--- src/rtl/cp0_ctrl.sv ---
// cp0_ctrl: coprocessor-0 control block for the five-stage pipeline.
//
// Holds SR (12), Cause (13), EPC (14) and a constant PRId (15). It raises
// Req combinationally in the cycle that an enabled interrupt or a
// synchronous exception is seen in the M stage. On that clock edge it
// captures EPC, BD and ExcCode and sets SR.EXL.
//
// Ports:
//   clk, reset  clock; synchronous active-high reset
//   WE          mtc0 write enable (M stage)
//   Addr        CP0 register number for mtc0/mfc0
//   WData       mtc0 write data
//   RData       mfc0 read data, combinational, shows the pre-clock value
//   VPC         PC of the victim instruction
//   BDIn        victim sits in a branch delay slot
//   ExcCodeIn   synchronous exception code (0 = none)
//   HWInt       level-sensitive external interrupt lines
//   EXLClr      eret in M stage
//   EPCOut      current EPC register (eret target)
//   Req         flush pipeline and redirect fetch to HandlerPC
//   HandlerPC   constant exception entry address
//
// There is no handshake. Req is a single-cycle combinational request, and
// the downstream stages act on it in the same cycle.
module cp0_ctrl #(
  parameter logic [31:0] HANDLER_PC = 32'h0000_4180,
  parameter logic [31:0] PRID       = 32'h2023_0007
) (
  input  logic        clk,
  input  logic        reset,
  input  logic        WE,
  input  logic [4:0]  Addr,
  input  logic [31:0] WData,
  output logic [31:0] RData,
  input  logic [31:0] VPC,
  input  logic        BDIn,
  input  logic [4:0]  ExcCodeIn,
  input  logic [5:0]  HWInt,
  input  logic        EXLClr,
  output logic [31:0] EPCOut,
  output logic        Req,
  output logic [31:0] HandlerPC
);

  localparam logic [4:0] ADDR_SR    = 5'd12;
  localparam logic [4:0] ADDR_CAUSE = 5'd13;
  localparam logic [4:0] ADDR_EPC   = 5'd14;
  localparam logic [4:0] ADDR_PRID  = 5'd15;

  // SR fields
  logic [5:0]  im_q, im_d;
  logic        exl_q, exl_d;
  logic        ie_q, ie_d;
  // Cause fields
  logic        bd_q, bd_d;
  logic [5:0]  ip_q, ip_d;
  logic [4:0]  exc_code_q, exc_code_d;
  // EPC
  logic [31:0] epc_q, epc_d;

  logic        int_req;
  logic        exc_req;
  logic [31:0] sr_val;
  logic [31:0] cause_val;

  assign int_req = (|(HWInt & im_q)) & ie_q & ~exl_q;
  assign exc_req = (ExcCodeIn != 5'd0) & ~exl_q;
  assign Req     = int_req | exc_req;

  assign sr_val    = {16'd0, im_q, 8'd0, exl_q, ie_q};
  assign cause_val = {bd_q, 15'd0, ip_q, 3'd0, exc_code_q, 2'd0};

  always_comb begin
    RData = 32'd0;
    case (Addr)
      ADDR_SR:    RData = sr_val;
      ADDR_CAUSE: RData = cause_val;
      ADDR_EPC:   RData = epc_q;
      ADDR_PRID:  RData = PRID;
      default:    RData = 32'd0;
    endcase
  end

  assign EPCOut    = epc_q;
  assign HandlerPC = HANDLER_PC;

  always_comb begin
    im_d       = im_q;
    exl_d      = exl_q;
    ie_d       = ie_q;
    bd_d       = bd_q;
    exc_code_d = exc_code_q;
    epc_d      = epc_q;
    // IP tracks the interrupt lines every cycle, whatever else happens.
    ip_d       = HWInt;

    if (Req) begin
      // Entry to the handler overrides mtc0 and eret in the same cycle.
      exl_d      = 1'b1;
      exc_code_d = int_req ? 5'd0 : ExcCodeIn;
      bd_d       = BDIn;
      epc_d      = BDIn ? (VPC - 32'd4) : VPC;
    end else begin
      if (WE) begin
        case (Addr)
          ADDR_SR: begin
            im_d  = WData[15:10];
            exl_d = WData[1];
            ie_d  = WData[0];
          end
          ADDR_EPC: epc_d = WData;
          default:  ;
        endcase
      end
      // eret is applied after any same-cycle mtc0 to SR, so EXL ends up clear.
      if (EXLClr) exl_d = 1'b0;
    end
  end

  always_ff @(posedge clk) begin
    if (reset) begin
      im_q       <= 6'd0;
      exl_q      <= 1'b0;
      ie_q       <= 1'b0;
      bd_q       <= 1'b0;
      ip_q       <= 6'd0;
      exc_code_q <= 5'd0;
      epc_q      <= 32'd0;
    end else begin
      im_q       <= im_d;
      exl_q      <= exl_d;
      ie_q       <= ie_d;
      bd_q       <= bd_d;
      ip_q       <= ip_d;
      exc_code_q <= exc_code_d;
      epc_q      <= epc_d;
    end
  end

endmodule

--- config.mk ---
export PLATFORM = sky130hd
export DESIGN_NAME = cp0_ctrl
export DESIGN_NICKNAME = d
export VERILOG_FILES = /design/src/rtl/cp0_ctrl.sv
export SDC_FILE = /design/constraint.sdc
export NUM_CORES = 1
export LEC_CHECK = 0
export BUFFER_PORTS_ARGS = -buffer_cell sky130_fd_sc_hd__buf_2
export CORE_ASPECT_RATIO = 0.9
export CORE_MARGIN = 2
export CORE_UTILIZATION = 36
export DETAILED_ROUTE_END_ITERATION = 7
export SLEW_MARGIN = 20
export SYNTH_ARGS = -nofsm -noshare
export SYNTH_HDL_FRONTEND = slang
export SYNTH_SLANG_ARGS = --single-unit
--- constraint.sdc ---
create_clock -name clk -period 5 [get_ports clk]
set_input_delay 1 -clock clk [delete_from_list [all_inputs] [get_ports clk]]
set_output_delay 1 -clock clk [all_outputs]
set_load 0.01 [all_outputs]
==> reports/metrics.cfg, run 1 <==
[setup_path]
rr_endpoint = EPCOut[17]
startpoint_type = input pin
r2r_start = exl_q
path_class = in -> out
crit_cells = 5
worst-path-buf-inv = 2
crit_start = ExcCodeIn[1]
path_common_cell = buf_2
slowest_delay_ps = 840
crit_path_end = Req
cp.required_ps = 4000
path_max_fanout = 41
timing.critical_path.max_delay_family = compound AO/OA/AOI/OAI gates
reg2reg_slack_ps = 2710
cp.arrival_ps = 2960
reg2regPathDepth = 3
worst_setup_path_end_kind = output port
worstPathCellList = buf_2 > nor3_1 > a21oi_4 > or2_2 > buf_2
cpMaxStageDelayCell = a21oi_4

[place]
place_congestion = 0.920
placed_cell_area_um2 = 4500
dpl.hpwl_mm = 9.66
port_buffers = 149

[die]
fp.dieW_um = 113
ios = 182
start_util_pct = 37.4
rows = 35
dieArea_um2 = 11600
die_h_um = 102
coreArea_um2 = 10300

[drt]
routedWlPerCell_um = 17.6
via_per_inst = 5.66
route.detailed.drc = 0
finalWirelength_mm = 13.0
ant_nets = 0
vias = 4159
drt_iter0_drc = 376
detail_route.first_pass.iterations = 5

[worst_hold_path]
hold_class = reg -> reg

[cts]
cts.sink_count = 52
path_clk_slew_ps = 70
cts_buffers = 5
h-tree-depth = 2
cts_root_buf = clkbuf_16
cts_setup_buffers = 0
cts.repair.resized = 0
clock_tree.buffer_depth = 2
cts_tree = built
cts_hold_buf = 0
clock_latency_ps = 290

[pwr]
pwr-share-comb_pct = 22.2
power_frac_seq_pct = 41.2
powerDensity_nw_per_um2 = 245
ir_drop_uv = 124
switchingPower_uw = 333
p_int_uw = 813
leakage_nw = 2.12
p_clk_share_pct = 36.6
netSwitchingFraction_pct = 29.1

[timing]
finalSetupViolations = 0
relSlewSlack_pct = 29.1
tightest_slew_ps = 1060
skew_ps = 8.79
timing.hold.ws_ps = 480
tns_ps = 0
finalCritPeriodShare_pct = 79.2
finalHoldViolCount = 0
fmax_ghz = 0.253
fin_crit_ps = 3960
rsz0062_at_grt = false
drv_slew = 0

[logic_synthesis]
synth_common_cells = 52 x dfxtp_1, 46 x and3_1, 40 x clkbuf_1
synth-edff-count = 0
synth.distinct_cells = 51
syn_area_um2 = 3870
yosys-top-cells-area = dfxtp_1 27%, and3_1 7.4%, buf_4 6.4%, a21boi_0 6.2%, clkbuf_1 3.9%
ys_warn_count = 0
synth_top_area_cell = dfxtp_1
ys.flop_type = dfxtp_1
synth.most_common_cell = dfxtp_1
synth_seq_area_share_pct = 26.9
synth-seq-cells = 52
synthArstFlopShare_pct = 0
syn_inst = 494
netlist.area_leader.share_pct = 26.9
avgSynthCellArea_um2 = 7.83

[global_routing]
grt_max_degree = 49
grt_pass1_wl_mm = 19.4
antenna_found_initial = 0
grt_pass1_vias = 3594
grt-ovfl-total = 0
grt_usage_pct = 21.0

[final_layout]
fin_nets = 691
diodes = 0
fillCellCount = 1073
drive_above_1_share_pct = 30.5
area.growth.synth_to_final_pct = 21.0
utilization_pct = 45.3
fin_area_um2 = 4680

[outcome]
status = finished clean

[run]
maxCapViolations = 0

## tightest hold or removal path, stage by stage, from the launching register on
cell	delay, ps
dfxtp_1	330
nand2_1	60
mux2i_1	50
## power groups by stage
stage	sequential [mW]	clock, mW	combinational (mW)
5_1_grt	0.475	0.439	0.280
4_1_cts	0.472	0.422	0.253
2_1_floorplan	0.483	0	0.159
6_report	0.472	0.419	0.255
3_3_place_gp	0.481	0	0.249
3_5_place_dp	0.482	0	0.253
## per-layer routing
layer	share of wire, %	GRT usage (%)	vias up
li1	-	-	2015
met1	46	29.3	1941
met2	45	33.7	185
met4	2.0	6.75	0
met3	6.4	2.91	18
met5	0	0	-
## cell families (layout without fill, tap and decap cells)
logic type	count (synthesis)	in the layout	share of synthesized area, %
other	2	32	0.194
XOR/XNOR	13	13	2.94
adder cells (fa/ha/maj)	1	1	0.323
AND/OR/NAND/NOR	197	197	30.0
AO/OA/AOI/OAI	129	129	23.8
multiplexers	13	13	3.36
buffers and inverters	87	169	12.5
flip-flops	52	52	26.9
## worst min-delay path by stage
stage	end	slack, ps	from	depth (start not counted)
floorplan	im_q[2]	450	im_q[2]	2
global placement	ie_q	460	ie_q	2
detailed placement	im_q[4]	470	im_q[4]	2
CTS	im_q[4]	480	im_q[4]	2
global route	im_q[2]	500	im_q[2]	2
finish	im_q[0]	480	im_q[0]	2
## cells in the final DEF (no fill, tap or decap), drive strengths merged, types with 2 or more instances in the layout
master	n
xnor2	7
nand4	5
or3	10
a31oi	15
nor3b	3
o21ai	7
nor3	7
mux2i	13
and3b	3
nand2	22
conb	32
inv	7
nor4	21
and3	47
a21boi	32
dfxtp	52
xor2	6
nand3	8
nor2	33
o31ai	11
a21oi	15
o21a	4
or2	3
buf	154
a31o	2
nor2b	8
a22oi	8
or4	14
a211oi	16
or4b	3
or3b	5
clkbuf	7
a311oi	2
o41ai	17
## final cells by class
cell class | count | area (um^2) | area share, %
well taps | 129 | 161 | 3.45
flip-flops and latches | 52 | 1040 | 22.2
repair buffers | 154 | 783 | 16.7
clock inverters | 1 | 30.0 | 0.641
multi-input cells | 385 | 2490 | 53.1
clock buffers | 7 | 153 | 3.26
inverters | 7 | 26.3 | 0.561
## flip-flops by register name (all words and copies together) (netlist names)
signal / count
exc_code_q: 5
EPCOut: 32
bd_q: 1
ip_q: 6
ie_q: 1
exl_q: 1
im_q: 6
## per-stage QoR
stage	worst slack, ps	cells	total power, mW
final	1040	735	1.15
after global routing	876	735	1.19
after floorplan	1900	524	0.642
after detailed placement	1060	727	0.734
after CTS	1050	735	1.15
after global placement	1070	727	0.729
Power figures use the tool's default switching activity.
==> run 2: changes to the inputs <==
- clock period: 5 -> 3.8 ns (I/O delays scaled with it)
==> reports/metrics.cfg, run 2 (synthesized netlist as in run 1, its figures left out) <==
[outcome]
status = finished clean

[global_routing]
grt_pass1_wl_mm = 20.0  ; +2.8%
grt_usage_pct = 21.5  ; +0.56 points
antenna_found_initial = 0  ; unchanged
grt-ovfl-total = 0  ; unchanged
grt_pass1_vias = 3717  ; +3.4%
grt_max_degree = 83  ; +69%

[cts]
cts_hold_buf = 0  ; unchanged
h-tree-depth = 2  ; unchanged
cts_root_buf = clkbuf_16
cts_setup_buffers = 0  ; unchanged
cts_tree = built
cts.repair.resized = 0  ; unchanged
clock_latency_ps = 290  ; about the same
cts.sink_count = 52  ; unchanged
path_clk_slew_ps = 70  ; about the same
cts_buffers = 5  ; unchanged
clock_tree.buffer_depth = 2  ; unchanged

[die]
coreArea_um2 = 10300  ; unchanged
fp.dieW_um = 113  ; unchanged
start_util_pct = 37.4  ; unchanged
ios = 182  ; unchanged
die_h_um = 102  ; unchanged
dieArea_um2 = 11600  ; unchanged
rows = 35  ; unchanged

[worst_hold_path]
hold_class = reg -> reg
hold_end = im_q[2]
min-delay-start = im_q[2]
holdPathStages = 2  ; unchanged

[place]
dp_cells = 728  ; +0.14%
place_congestion = 0.850  ; -7.7%
dpl.hpwl_mm = 9.67  ; about the same
placed_cell_area_um2 = 4520  ; +0.44%
port_buffers = 149  ; unchanged

[drt]
route.detailed.drc = 0  ; unchanged
vias = 4159  ; unchanged
finalWirelength_mm = 13.1  ; +1.4%
drt_iter0_drc = 595  ; +58%
via_per_inst = 5.65  ; -0.14%
ant_nets = 0  ; unchanged
detail_route.first_pass.iterations = 5  ; unchanged
routedWlPerCell_um = 17.9  ; +1.2%

[setup_path]
slowest_delay_ps = 500  ; -340 ps
cp.arrival_ps = 2260  ; -700 ps
path_class = in -> out
path_common_cell = buf_2
startpoint_type = input pin
r2r_start = exl_q
cpMaxStageDelayCell = nor2b_1
cp.required_ps = 3040  ; -960 ps
path_max_fanout = 20  ; -51%
rr_endpoint = EPCOut[15]
reg2reg_slack_ps = 1570  ; -1140 ps
reg2regPathDepth = 4  ; +1
worst_setup_path_end_kind = output port
worstPathCellList = buf_2 > nor2b_1 > buf_4 > a22oi_1 > nor2_1 > buf_2

[timing]
fin_crit_ps = 3020
finalHoldViolCount = 0  ; unchanged
finalCritPeriodShare_pct = 79.6
relSlewSlack_pct = 26.5  ; -2.6 points
skew_ps = 5.83  ; -2.96 ps
tightest_slew_ps = 1100  ; +39.0 ps
tns_ps = 0  ; unchanged
fmax_ghz = 0.331
drv_slew = 0  ; unchanged
finalSetupViolations = 0  ; unchanged
rsz0062_at_grt = false

[final_layout]
diodes = 0  ; unchanged
fin_area_um2 = 4670  ; -0.35%
largest_register_ffs = 32  ; unchanged
final_cell_mix = 149 x buf_2, 52 x dfxtp_1, 46 x and3_1
instances_no_fill = 736  ; +0.14%
final_common_cell = buf_2
fillCellCount = 1059  ; -1.3%
utilization_pct = 45.1  ; -0.16 points
fin_nets = 692  ; +0.14%
drive_above_1_share_pct = 30.6  ; +0.11 points
area.growth.synth_to_final_pct = 20.6

[pwr]
powerDensity_nw_per_um2 = 304  ; +24%
ir_drop_uv = 197  ; +59%
leakage_nw = 2.11  ; -0.57%

[run]
maxCapViolations = 0  ; unchanged

run 2: critical path, delay by kind of cell:
family / cells / cell delay [ps]
simple gates: 2 / 610
compound gates: 1 / 140
buf+inv: 3 / 750
run 2: cell type report:
class / count / area, um^2 / area share (%)
clock inverter: 3 / 21.3 / 0.456
clock buffer: 5 / 125 / 2.68
multi-input combinational: 385 / 2490 / 53.3
inverter: 7 / 26.3 / 0.563
sequential: 52 / 1040 / 22.3
timing repair buffer: 155 / 803 / 17.2
tap: 129 / 161 / 3.46
run 2: worst max path at each step:
stage / from / end / slack [ps]
floorplan: VPC[16] / EPCOut[28] / 1150
global placement: Addr[1] / RData[6] / 840
detailed placement: VPC[2] / EPCOut[26] / 790
CTS: Addr[1] / RData[31] / 800
global route: Addr[1] / RData[31] / 640
finish: Addr[1] / RData[31] / 780
run 2: metal layers:
| layer | routed length [um] | global-route usage (%) | part of all wire (%) | vias up |
|---|---|---|---|---|
| li1 | - | - | - | 2013 |
| met3 | 770 | 2.91 | 5.9 | 20 |
| met4 | 276 | 5.44 | 2.1 | 0 |
| met5 | 0 | 0 | 0 | - |
| met2 | 5910 | 33.6 | 45 | 166 |
| met1 | 6180 | 31.5 | 47 | 1960 |
run 2: metrics by stage:
step | hold WS, ps | total power, mW | worst slack, ps
after floorplan | 447 | 0.845 | 1150
after detailed placement | 462 | 0.969 | 786
after CTS | 481 | 1.42 | 801
final | 478 | 1.42 | 776
after global routing | 499 | 1.49 | 641
after global placement | 459 | 0.964 | 836
run 2: where the power goes:
group / switching [mW] / total [mW] / internal [mW]
Sequential: 0.0335 / 0.620 / 0.587
Clock: 0.211 / 0.457 / 0.246
Combinational: 0.203 / 0.340 / 0.138
Total: 0.447 / 1.42 / 0.970
==> run 3: changes to the inputs <==
- clock period: 3.8 -> 3.2 ns (I/O delays scaled with it)
==> reports/metrics.cfg, run 3 (synthesized netlist as in run 1, its figures left out) <==
[outcome]
status = finished clean

[global_routing]
antenna_found_initial = 0  ; unchanged
grt_pass1_vias = 3662  ; -1.5%
grt_pass1_wl_mm = 19.9  ; -0.31%
grt-ovfl-total = 0  ; unchanged
grt_max_degree = 61  ; -27%
grt_usage_pct = 21.7  ; +0.16 points

[cts]
cts.repair.resized = 0  ; unchanged
cts_setup_buffers = 0  ; unchanged
cts_hold_buf = 0  ; unchanged
cts_buffers = 5  ; unchanged
cts_root_buf = clkbuf_16
clock_latency_ps = 290  ; about the same
cts.sink_count = 52  ; unchanged
path_clk_slew_ps = 70  ; about the same
clock_tree.buffer_depth = 2  ; unchanged
h-tree-depth = 2  ; unchanged
cts_tree = built

[setup_path]
worst_setup_path_end_kind = output port
path_class = in -> out
r2r_start = im_q[3]
cp.required_ps = 2560  ; -480 ps
reg2reg_slack_ps = 1120  ; -450 ps
cp.arrival_ps = 2080  ; -180 ps
reg2regPathDepth = 5  ; +1
rr_endpoint = EPCOut[17]
startpoint_type = input pin
path_max_fanout = 20  ; unchanged

[final_layout]
area.growth.synth_to_final_pct = 21.7
drive_above_1_share_pct = 31.2  ; +0.52 points
fin_nets = 698  ; +0.87%
seq_area_um2 = 1040  ; unchanged
diodes = 0  ; unchanged
largest_register_ffs = 32  ; unchanged
fin_area_um2 = 4710  ; +0.94%
multiInputGateArea_um2 = 2490  ; unchanged
final_cell_mix = 149 x buf_2, 52 x dfxtp_1, 46 x and3_1
fillCellCount = 1065  ; +0.57%
final_common_cell = buf_2

[die]
start_util_pct = 37.4  ; unchanged
dieArea_um2 = 11600  ; unchanged
fp.dieW_um = 113  ; unchanged
die_h_um = 102  ; unchanged
coreArea_um2 = 10300  ; unchanged
ios = 182  ; unchanged
rows = 35  ; unchanged

[run]
maxCapViolations = 0  ; unchanged

[drt]
detail_route.first_pass.iterations = 5  ; unchanged
ant_nets = 0  ; unchanged
vias = 4182  ; +0.55%
drt_iter0_drc = 306  ; -49%
route.detailed.drc = 0  ; unchanged
routedWlPerCell_um = 17.5  ; -1.9%
via_per_inst = 5.64  ; -0.26%
finalWirelength_mm = 13.0  ; -1.1%

[worst_hold_path]
holdPathStages = 2  ; unchanged
hold_end = im_q[3]
hold_class = reg -> reg
min-delay-start = im_q[3]

[pwr]
p_int_mw = 1.16  ; +19%
powerDensity_nw_per_um2 = 358  ; +18%
pwr-share-comb_pct = 24.2  ; +0.2 points
ir_drop_uv = 186  ; -5.4%
netSwitchingFraction_pct = 31.4  ; -0.15 points
switchingPower_uw = 529  ; +18%
power_frac_seq_pct = 43.8  ; about the same
leakage_nw = 2.14  ; +1.3%
p_clk_share_pct = 32.1  ; about the same

[timing]
finalSetupViolations = 0  ; unchanged
fmax_ghz = 0.367
finalHoldViolCount = 0  ; unchanged
fin_crit_ps = 2720
tns_ps = 0  ; unchanged
relSlewSlack_pct = 27.8  ; +1.3 points
skew_ps = 6.32  ; +0.490 ps
drv_slew = 0  ; unchanged
rsz0062_at_grt = false
tightest_slew_ps = 1080  ; -18.1 ps
finalCritPeriodShare_pct = 85.0

[place]
placed_cell_area_um2 = 4560  ; +1.0%
place_congestion = 0.988  ; +16%
dpl.hpwl_mm = 9.71  ; +0.41%
port_buffers = 149  ; unchanged

-- run 3: cell count changes in the layout (fill, tap and decap cells not counted) --
| cell | change |
|---|---|
| buf_4 | +6 |
| inv_6 | -1 |
| clkinv_2 | -1 |
| clkinv_4 | +1 |
| clkbuf_1 | +1 |
-- run 3: per-stage QoR --
| step | hold slack [ps] | util (%) | instances | power, mW | setup WS (ps) |
|---|---|---|---|---|---|
| after floorplan | 447 | - | 524 | 1.00 | 671 |
| after global placement | 462 | 44.2 | 734 | 1.15 | 429 |
| after detailed placement | 468 | 44.2 | 734 | 1.16 | 305 |
| after CTS | 478 | 45.6 | 742 | 1.69 | 496 |
| after global routing | 498 | 45.6 | 742 | 1.77 | 313 |
| final | 480 | 45.6 | 742 | 1.69 | 479 |
-- run 3: worst max-delay path by stage --
stage	cells past startpoint	from	slack, ps	endpoint
global route	6	Addr[1]	310	RData[4]
global placement	5	VPC[10]	430	EPCOut[23]
finish	6	Addr[1]	480	RData[6]
floorplan	5	VPC[16]	670	EPCOut[28]
CTS	6	Addr[1]	500	RData[3]
detailed placement	5	VPC[10]	300	EPCOut[23]
-- run 3: power groups by stage --
stage / Combinational, mW / Sequential (mW) / Clock (mW)
after floorplan: 0.249 / 0.754 / 0
after global placement: 0.399 / 0.751 / 0
after detailed placement: 0.404 / 0.752 / 0
after CTS: 0.405 / 0.737 / 0.549
after global routing: 0.448 / 0.742 / 0.582
final: 0.408 / 0.737 / 0.540
-- run 3: layer usage --
layer / share of wire (%) / up-vias / global-route usage [%]
li1: - / 2026 / -
met1: 46 / 1969 / 31.5
met2: 44 / 164 / 33.0
met3: 6.5 / 23 / 3.08
met4: 2.5 / 0 / 7.41
met5: 0 / - / 0
-- run 3: cell type report --
type	instances	share of cell area (%)
tap	129	3.43
sequential	52	22.1
multi-input combinational	385	52.8
inverter	7	0.558
clock inverter	2	0.345
timing repair buffer	161	18.0
clock buffer	6	2.74
-- run 3: worst max-delay path, stage by stage --
cell and delay (ps):
buf_2 250, nor2b_1 490, buf_4 320, a22oi_1 110, nor2_1 110, buf_2 150
